[config.mk]
export PLATFORM = sky130hd
export DESIGN_NAME = result_stream_sink
export DESIGN_NICKNAME = d
export VERILOG_FILES = /design/src/rtl/result_stream_sink.sv
export SDC_FILE = /design/constraint.sdc
export NUM_CORES = 1
export LEC_CHECK = 0
export ABC_AREA = 1
export BUFFER_PORTS_ARGS = -buffer_cell sky130_fd_sc_hd__buf_2
export CORE_MARGIN = 4
export CORE_UTILIZATION = 58
export DETAILED_ROUTE_END_ITERATION = 16
export PLACE_DENSITY = 0.8
export SYNTH_ARGS = -nofsm -noshare
export SYNTH_HDL_FRONTEND = slang
export SYNTH_SLANG_ARGS = --single-unit
[constraint.sdc]
create_clock -name tb_clk -period 4 [get_ports tb_clk]
set_clock_uncertainty 0.05 [all_clocks]
set_input_delay 0 -clock tb_clk [delete_from_list [all_inputs] [get_ports tb_clk]]
set_output_delay 0 -clock tb_clk [all_outputs]
set_load 0.02 [all_outputs]
[src/rtl/result_stream_sink.sv]
// result_stream_sink: receiving end of an out_valid/out_ready/y result stream.
// Applies a programmable backpressure pattern, captures accepted results in a
// small FIFO for readback, and reports count, checksum, completion and a
// stall watchdog timeout.
module result_stream_sink #(
   parameter int          DATA_W      = 32,
   parameter int          FIFO_DEPTH  = 4,
   parameter logic [15:0] LFSR_SEED   = 16'hACE1,
   parameter int          TIMEOUT_CYC = 255
) (
   input  logic              tb_clk,
   input  logic              tb_rst,
   input  logic              start,
   input  logic [15:0]       expect_count,
   input  logic [1:0]        bp_mode,
   input  logic              in_valid,
   output logic              in_ready,
   input  logic [DATA_W-1:0] in_y,
   input  logic              rd_en,
   output logic              rd_valid,
   output logic [DATA_W-1:0] rd_data,
   output logic [15:0]       count,
   output logic [31:0]       checksum,
   output logic              done,
   output logic              timeout
);

   localparam int          AW     = $clog2(FIFO_DEPTH);
   localparam logic [15:0] TO_LIM = 16'(TIMEOUT_CYC);

   typedef enum logic [1:0] {
      S_IDLE,
      S_RUN,
      S_DONE,
      S_TOUT
   } state_t;

   state_t state;
   state_t state_nx;

   // run control registers
   logic [15:0] cnt_q;
   logic [15:0] exp_q;
   logic [15:0] wdog_q;
   logic [1:0]  mode_q;
   logic [31:0] sum_q;
   logic [15:0] lfsr_q;
   logic        tog_q;

   // capture FIFO; pointers carry one wrap bit to tell full from empty
   logic [DATA_W-1:0] mem [FIFO_DEPTH];
   logic [AW:0]       wr_ptr;
   logic [AW:0]       rd_ptr;

   // decoded control
   logic        fifo_full;
   logic        fifo_empty;
   logic        gate;
   logic        ready_int;
   logic        hs;
   logic        pop;
   logic        last_hs;
   logic        wdog_exp;
   logic        lfsr_fb;
   logic [15:0] cnt_inc;
   logic [15:0] wdog_inc;
   logic [31:0] y32;

   assign fifo_empty = (wr_ptr == rd_ptr);
   assign fifo_full  = (wr_ptr[AW] != rd_ptr[AW]) &&
                       (wr_ptr[AW-1:0] == rd_ptr[AW-1:0]);

   // results narrower than 32 bits are sign-extended, wider ones truncated
   generate
      if (DATA_W >= 32) begin : g_trunc
         assign y32 = in_y[31:0];
      end else begin : g_sext
         assign y32 = {{(32-DATA_W){in_y[DATA_W-1]}}, in_y};
      end
   endgenerate

   // Fibonacci LFSR, taps 16,14,13,11, shifting toward bit 0
   assign lfsr_fb = lfsr_q[0] ^ lfsr_q[2] ^ lfsr_q[3] ^ lfsr_q[5];

   // backpressure gate selected by the latched mode
   always_comb begin
      gate = 1'b0;
      case (mode_q)
         2'd0:    gate = 1'b1;
         2'd1:    gate = lfsr_q[0];
         2'd2:    gate = tog_q;
         default: gate = 1'b0;
      endcase
   end

   assign ready_int = (state == S_RUN) && !fifo_full && gate;
   assign hs        = in_valid && ready_int;
   assign pop       = rd_en && !fifo_empty;
   assign cnt_inc   = cnt_q + 16'd1;
   assign wdog_inc  = wdog_q + 16'd1;
   assign last_hs   = hs && (cnt_inc == exp_q);
   assign wdog_exp  = !hs && (wdog_inc == TO_LIM);

   // state register
   always_ff @(posedge tb_clk or negedge tb_rst) begin
      if (!tb_rst) begin
         state <= S_IDLE;
      end else begin
         state <= state_nx;
      end
   end

   // next-state decode and status outputs; a handshake beats the watchdog
   always_comb begin
      state_nx = state;
      in_ready = 1'b0;
      done     = 1'b0;
      timeout  = 1'b0;
      if (start) begin
         state_nx = (expect_count == 16'd0) ? S_DONE : S_RUN;
      end else begin
         case (state)
            S_RUN: begin
               if (last_hs) begin
                  state_nx = S_DONE;
               end else if (wdog_exp) begin
                  state_nx = S_TOUT;
               end
            end
            default: state_nx = state;
         endcase
      end
      in_ready = ready_int;
      done     = (state == S_DONE);
      timeout  = (state == S_TOUT);
   end

   // count, checksum, watchdog and backpressure pattern generators
   always_ff @(posedge tb_clk or negedge tb_rst) begin
      if (!tb_rst) begin
         cnt_q  <= '0;
         sum_q  <= '0;
         wdog_q <= '0;
         exp_q  <= '0;
         mode_q <= '0;
         lfsr_q <= LFSR_SEED;
         tog_q  <= 1'b1;
      end else if (start) begin
         cnt_q  <= '0;
         sum_q  <= '0;
         wdog_q <= '0;
         exp_q  <= expect_count;
         mode_q <= bp_mode;
         lfsr_q <= LFSR_SEED;
         tog_q  <= 1'b1;
      end else if (state == S_RUN) begin
         lfsr_q <= {lfsr_fb, lfsr_q[15:1]};
         tog_q  <= ~tog_q;
         if (hs) begin
            cnt_q  <= cnt_inc;
            sum_q  <= {sum_q[30:0], sum_q[31]} ^ y32;
            wdog_q <= '0;
         end else begin
            wdog_q <= wdog_inc;
         end
      end
   end

   // FIFO pointers; start flushes, push and pop may share a cycle
   always_ff @(posedge tb_clk or negedge tb_rst) begin
      if (!tb_rst) begin
         wr_ptr <= '0;
         rd_ptr <= '0;
      end else if (start) begin
         wr_ptr <= '0;
         rd_ptr <= '0;
      end else begin
         if (hs) begin
            wr_ptr <= wr_ptr + 1'b1;
         end
         if (pop) begin
            rd_ptr <= rd_ptr + 1'b1;
         end
      end
   end

   // FIFO storage write on each accepted result
   always_ff @(posedge tb_clk) begin
      if (hs && !start) begin
         mem[wr_ptr[AW-1:0]] <= in_y;
      end
   end

   // head is forced to zero when empty so reset clears every output
   assign rd_valid = !fifo_empty;
   assign rd_data  = fifo_empty ? '0 : mem[rd_ptr[AW-1:0]];
   assign count    = cnt_q;
   assign checksum = sum_q;

endmodule

==> out/metrics.csv, run 1 <==
stage,metric,value,unit
timing,min cycle time layout,3.102,ns
yosys,register area share after synthesis,61.06,%
yosys,"flops & latches, synth",235,
power_and_ir_drop,Sw Ratio,29.93,%
yosys,Mapped Cells,1103,
hold_path,Hold/Removal Path Class,input port to register,
cts,clk sink count,235,
timing,Worst Hold Slack,0.01807,ns
cts,postcts setup bufs,0,
yosys,"top cells by area, synth","edfxtp_1 (36%), dfrtp_1 (23%), nand2_1 (8.6%)",
critical_path,most frequent CP cell,nand2_1,
timing,final hold violation count,0,
critical_path,critical path's largest stage delay,0.70,ns
cts,CTS tree,yes,
cts,"Clk pin slew, worst setup/hold paths",0.06,ns
floorplanning,row cnt,49,
job,Max Cap Viol,0,
route,met2 routed WL,12680,um
power_and_ir_drop,Max VDD drop,0.4167,mV
timing,RSZ-0062 raised after global routing,false,
cts,CTS root buffer,clkbuf_16,
finish,share of layout cells above drive strength 1,16.50,%
finish,register area,6535,um^2
critical_path,crit path from,wr_ptr[0]$_DFFE_PN0P_,
finish,Layout area overhead,20.50,%
route,Total Wirelength,25780,um
route,routed len/inst,16.83,um
global_routing,largest net degree at the start of global routing,67,
power_and_ir_drop,Flop pwr share,44.8,%
floorplanning,Die Wd,143.8,um
finish,Fill cells,1259,
power_and_ir_drop,P_leak,5.618,nW
critical_path,worst reg-to-reg setup slack,0.90,ns
yosys,Avg Synthesized Cell Area,9.699,um^2
timing,Tcrit/Tclk final,77.56,%
finish,nets,1348,
timing,Final Max Slew Viols,0,
critical_path,worst r2r src,wr_ptr[0]$_DFFE_PN0P_,
critical_path,Reg2Reg Depth,8,
yosys,cell taking the most area after synthesis,edfxtp_1,
floorplanning,IO Count,139,
timing,Final TNS setup,0,ns
global_routing,GRT Util Overall,24.63,%
cts,H-tree depth,1,
route,DRC errors left,0,
power_and_ir_drop,Clock power frac,34.4,%
critical_path,Setup Crit Path Kind,register to register,
global_routing,vias in the first global route,8364,
route,routed length on met3,1943,um
floorplanning,Initial Utilization,59.35,%
timing,Max Clk Rate,0.3223,GHz
finish,area of the multi-input gates,3566,um^2
cts,Clock Path Buffers,3,
route,Via Count,8655,
route,antenna violation net count after detailed routing,0,
power_and_ir_drop,PwrDens,472.3,nW/um^2
route,Top Layer Used,met4,
critical_path,CP max FO,37,
yosys,post-synth cell types,30,
floorplanning,die height,143.8,um
placement,Detailed Place HPWL,16200,um
floorplanning,die area,20680,um^2
placement,Port Buf Inserts,138,
critical_path,crit path cell chain,xnor2_1 -> nand3_1 -> nand3_2 -> buf_4 -> nand2_1 -> inv_2 -> nand2_1 -> o31ai_1,
placement,Final GP Congestion,0.8676,
critical_path,Crit path required time,4.34,ns
critical_path,CP arrival,3.44,ns
global_routing,total gr overflow,0,
route,wl on met1,10650,um
power_and_ir_drop,Net Sw Power,1.823,mW
critical_path,Crit. End Element,register,
yosys,syn_nets,1166,
route,Vias/cell,5.649,
yosys,mapped cell area,10700,um^2
cts,CTS-repair resized insts,0,
route,Detailed Route Iter0 Violations,679,
route,Pre-antenna DRT Iters,5,
timing,Worst slew margin,23.08,%
finish,antenna diode count,0,
global_routing,initial antenna violation count,0,
power_and_ir_drop,Power Internal,4.266,mW
timing,Tightest Pin Transition,1.154,ns
timing,final setup fails,0,
power_and_ir_drop,combinational share of power,20.8,%
global_routing,first-pass GRT wire length,41010,um
cts,Worst-Skew Late Latency,0.51,ns
critical_path,CP startpoint kind,register,
run_status,status,"finished, final reports clean",
yosys,share of the synthesized area in the top cell type,35.93,%
yosys,Syn. warnings,0,
floorplanning,core area,18020,um^2
critical_path,worst r2r dst,checksum[23]$_DFFE_PN0P_,
critical_path,worst setup path end,checksum[23]$_DFFE_PN0P_,
critical_path,slowest CP cell,inv_2,
cts,number of buffers created by CTS,24,
## area by class of cell
class                           count  area share [%]
Sequential cell                   235           50.69
Multi-Input combinational cell    703           27.66
Timing Repair Buffer              204           10.29
Clock buffer                       35           5.377
Inverter                          117           3.407
Tap cell                          229           2.223
Clock inverter                      9          0.3494
## how the worst min path moves through the flow
stage                start                      end  slack [ns]  depth (start not counted)
finish               start    lfsr_q[0]$_DFFE_PN1P_        0.02                          3
CTS                  start    lfsr_q[0]$_DFFE_PN1P_       0.006                          3
global placement    tb_rst    count[12]$_DFFE_PN0P_       -0.13                          1
detailed placement  tb_rst    count[12]$_DFFE_PN0P_       -0.13                          1
floorplan           tb_rst  checksum[0]$_DFFE_PN0P_       -0.35                          0
global route         start    lfsr_q[0]$_DFFE_PN1P_        0.04                          3
## cells in the mapped netlist
cell type and number:
o21ai_1 1, a21oi_1 11, nor2_1 149, dfrtp_1 98, nand2_2 2, xor2_1 7, nand4_1 15, inv_1 111
o32ai_1 32, edfxtp_1 128, o22ai_1 22, dfstp_2 9, nor3_1 1, xnor2_1 36, o31ai_1 34, clkbuf_1 36
nand2_1 245, inv_2 4, clkinv_1 2, nor4_1 4, nor2_2 6, buf_2 6, o21ai_0 70, ha_1 8
buf_6 1, nor2_4 2, a31oi_1 1, nand3_1 56, a22o_1 1, buf_1 5
## state kept, by name, indices dropped and copies added (netlist names)
| register | cells |
|---|---|
| exp_q | 16 |
| rd_ptr | 3 |
| count | 16 |
| state | 2 |
| mode_q | 2 |
| checksum | 32 |
| tog_q | 1 |
| lfsr_q | 16 |
| mem | 128 |
| wdog_q | 16 |
| wr_ptr | 3 |
## routing by layer
layer | vias to the layer above | GRT usage, %
met5 | - | 0
li1 | 4087 | -
met3 | 41 | 3.328
met1 | 4148 | 33.08
met4 | 0 | 6.492
met2 | 379 | 42.68
## logic make-up after synthesis
kind of cell               synth area share (%)
and+or+nand+nor                           18.28
DFF                                       61.06
AOI/OAI and AO/OA                         10.27
buffers and inverters                     5.930
xor gates and xnor gates                  3.520
adders and majority gates                0.9357
## stage by stage
stage / setup WS, ns / utilization, % / power (mW) / std cells / instance area [um^2]
final: 0.8977 / 71.52 / 6.089 / 1532 / 12890
after floorplan: 0.7400 / - / 3.567 / 1103 / 10700
after CTS: 0.8936 / 71.52 / 6.105 / 1532 / 12890
after global placement: 1.179 / 64.37 / 3.953 / 1433 / 11600
after detailed placement: 1.066 / 64.37 / 3.979 / 1433 / 11600
after global routing: 0.6831 / 71.52 / 6.347 / 1532 / 12890
## power by group through the flow
stage	clock, mW	combinational, mW	sequential [mW]
after floorplan	0	0.775	2.79
after global routing	2.22	1.39	2.74
after CTS	2.12	1.26	2.73
final	2.09	1.27	2.73
after global placement	0	1.18	2.77
after detailed placement	0	1.21	2.77
## repair_timing
| action | 4_1_cts | 5_1_grt |
|---|---|---|
| hold buffers | 55 | 0 |
| setup endpoints to repair | 0 | 0 |
| hold endpoints to repair | 291 | 0 |
## critical path: cells and delay by family, from the launching register on
family	cells	cell delay [ns]
AND/OR/NAND/NOR	4	1.00
XOR/XNOR	1	0.24
flip-flops	1	0.43
buffers and inverters	2	1.12
AO/OA/AOI/OAI	1	0.13
## placed cells by master, fill, tap and decap left out, types with 25 or more instances in the layout
cell type,instances
o32ai_1,32
inv_1,110
nor2_1,145
dlygate4sd3_1,55
o21ai_0,70
xnor2_1,36
clkbuf_16,25
dfrtp_1,96
nand2_1,245
buf_2,137
edfxtp_1,128
o31ai_1,34
nand3_1,55
No activity file was read; power rests on OpenSTA's default activity.
==> run 2: changes to the inputs <==
==> constraint.sdc (replaced) <==
create_clock -name tb_clk -period 2.95 [get_ports tb_clk]
set_clock_uncertainty 0.05 [all_clocks]
set_input_delay 0 -clock tb_clk [delete_from_list [all_inputs] [get_ports tb_clk]]
set_output_delay 0 -clock tb_clk [all_outputs]
set_load 0.02 [all_outputs]
==> run 2 against run 1 <==
Compared with the run above: combinational power grew 37%; via count grew 0.61%; cell area grew 1.1%; global-route usage grew 1.1 points; flip-flop and latch count is the same; sequential share of layout area shrank 0.55 points; clock power grew 43%; clock-buffer cell count shrank 1; utilization grew 0.78 points; critical path depth shrank 2; wire length grew 2.9%; largest cell class unchanged.
==> out/metrics.csv, run 2 (same netlist as run 1, synthesis figures left out) <==
stage,metric,value,unit
finish,max reg flops,128,
power_and_ir_drop,Max VDD drop,0.4727,mV
floorplanning,IO Count,139,
power_and_ir_drop,total power,8.430,mW
timing,min cycle time layout,2.813,ns
critical_path,Worst Path Buf+Inv,3,
critical_path,Setup Crit Path Kind,register to output pin,
placement,Area after DPL,11710,um^2
finish,"most common cell after layout, fill and taps aside",nand2_1,
timing,Worst slew margin,44.43,%
floorplanning,core area,18020,um^2
timing,RSZ-0062 raised after global routing,false,
cts,clk sink count,235,
floorplanning,die area,20680,um^2
critical_path,critical path's largest stage delay,0.71,ns
route,DRC errors left,0,
route,Detailed Route Iter0 Violations,788,
route,Total Wirelength,26520,um
cts,"Clk pin slew, worst setup/hold paths",0.06,ns
finish,share of layout cells above drive strength 1,17.04,%
cts,Clock Path Buffers,3,
cts,CTS root buffer,clkbuf_16,
route,antenna violation net count after detailed routing,0,
hold_path,Hold Crit Depth,6,
critical_path,Reg2Reg Depth,8,
placement,Final GP Congestion,0.8803,
finish,Fill cells,1225,
cts,Worst-Skew Late Latency,0.52,ns
finish,most frequent cells in the layout,"nand2_1 (245), nor2_1 (145), buf_2 (137), edfxtp_1 (128), inv_1 (110)",
power_and_ir_drop,PwrDens,646.9,nW/um^2
global_routing,initial antenna violation count,0,
floorplanning,Initial Utilization,59.35,%
global_routing,largest net degree at the start of global routing,67,
global_routing,GRT Util Overall,25.78,%
timing,Final Max Slew Viols,0,
critical_path,CP max FO,21,
power_and_ir_drop,P_leak,5.670,nW
cts,number of buffers created by CTS,25,
critical_path,Crit path required time,2.90,ns
cts,postcts setup bufs,0,
floorplanning,die height,143.8,um
route,Pre-antenna DRT Iters,5,
critical_path,Top delay family on crit path,simple AND/OR/NAND/NOR gates,
run_status,status,"finished, final reports clean",
global_routing,total gr overflow,0,
route,Vias/cell,5.662,
cts,H-tree depth,1,
finish,antenna diode count,0,
floorplanning,row cnt,49,
floorplanning,Die Wd,143.8,um
timing,Tightest Pin Transition,0.8311,ns
finish,Layout area overhead,21.81,%
global_routing,vias in the first global route,8552,
cts,CTS tree,yes,
timing,final hold violation count,0,
finish,register area,6535,um^2
placement,Detailed Place HPWL,16670,um
finish,Finished Cell Area,13030,um^2
job,Max Cap Viol,0,
critical_path,Crit. End Element,output pin,
route,Via Count,8708,
timing,final setup fails,0,
critical_path,CP arrival,2.76,ns
placement,Port Buf Inserts,138,
route,routed len/inst,17.24,um
finish,nets,1353,
cts,CTS-repair resized insts,0,
global_routing,first-pass GRT wire length,42640,um
hold_path,Hold/Removal Path Class,input port to register,
finish,area of the multi-input gates,3566,um^2
timing,Max Clk Rate,0.3555,GHz
timing,Worst Hold Slack,0.03368,ns
timing,Tcrit/Tclk final,95.35,%
critical_path,crit path cell chain,xnor2_1 -> nand4_1 -> buf_4 -> nand2_1 -> inv_1 -> buf_2,
critical_path,CP startpoint kind,register,
critical_path,critical path depth in cells,6,
critical_path,slowest CP cell,nand4_1,
[run 2: layout make-up]
| cell class | count | area share, % |
|---|---|---|
| sequential | 235 | 50.15 |
| inverter | 117 | 3.370 |
| clock buffer | 34 | 5.367 |
| clock inverter | 12 | 0.7009 |
| tap | 229 | 2.199 |
| multi-input combinational | 703 | 27.36 |
| timing repair buffer | 208 | 10.85 |
[run 2: worst reg2reg max path: stages, from the launching register on]
cell,delay [ns]
dfrtp_1,0.43
xnor2_1,0.27
nand3_1,0.22
nand3_2,0.15
buf_4,0.44
nand2_1,0.23
inv_2,0.56
nand2_1,0.16
o31ai_1,0.13
[run 2: timing repair]
item / in CTS / in global routing
endpoints found under the hold margin: 251 / 0
hold buffers: 53 / 0
endpoints found under the setup margin: 0 / 0
[run 2: worst paths after layout]
check | from | endpoint | slack (ns)
max | wr_ptr[0]$_DFFE_PN0P_ | rd_data[3] | 0.14
min | in_valid | count[5]$_DFFE_PN0P_ | 0.03
max reg2reg | wr_ptr[0]$_DFFE_PN0P_ | checksum[31]$_DFFE_PN0P_ | 0.19
min reg2reg | lfsr_q[4]$_DFFE_PN0P_ | lfsr_q[4]$_DFFE_PN0P_ | 0.42
max in group asynchronous | tb_rst | lfsr_q[11]$_DFFE_PN1P_ | 1.99
min in group asynchronous | tb_rst | exp_q[6]$_DFFE_PN0P_ | 0.07
[run 2: through the flow]
step	std cells	TNS, ns	utilization [%]	setup slack (ns)
floorplan	1103	-39.68	-	-0.3100
global placement	1439	0	64.97	0.5635
detailed placement	1439	0	64.97	0.3298
CTS	1538	0	72.30	0.2104
global route	1538	0	72.30	0.07768
finish	1538	0	72.30	0.1373
[run 2: report_power, final]
part	internal [mW]	leakage (nW)	switching (mW)	total, mW
Sequential	3.60	2.56	0.102	3.70
Clock	1.75	0.380	1.24	2.98
Combinational	0.565	2.73	1.18	1.74
Total	5.91	5.67	2.52	8.43
[run 2: metal layers]
metal | part of all wire (%) | routed length (um) | up-vias | global-route usage [%]
met2 | 49 | 13060 | 343 | 44.13
met3 | 6.9 | 1834 | 49 | 3.328
met5 | 0 | 0 | - | 0
met4 | 2.0 | 530 | 0 | 7.185
met1 | 42 | 11090 | 4213 | 35.03
li1 | - | - | 4103 | -
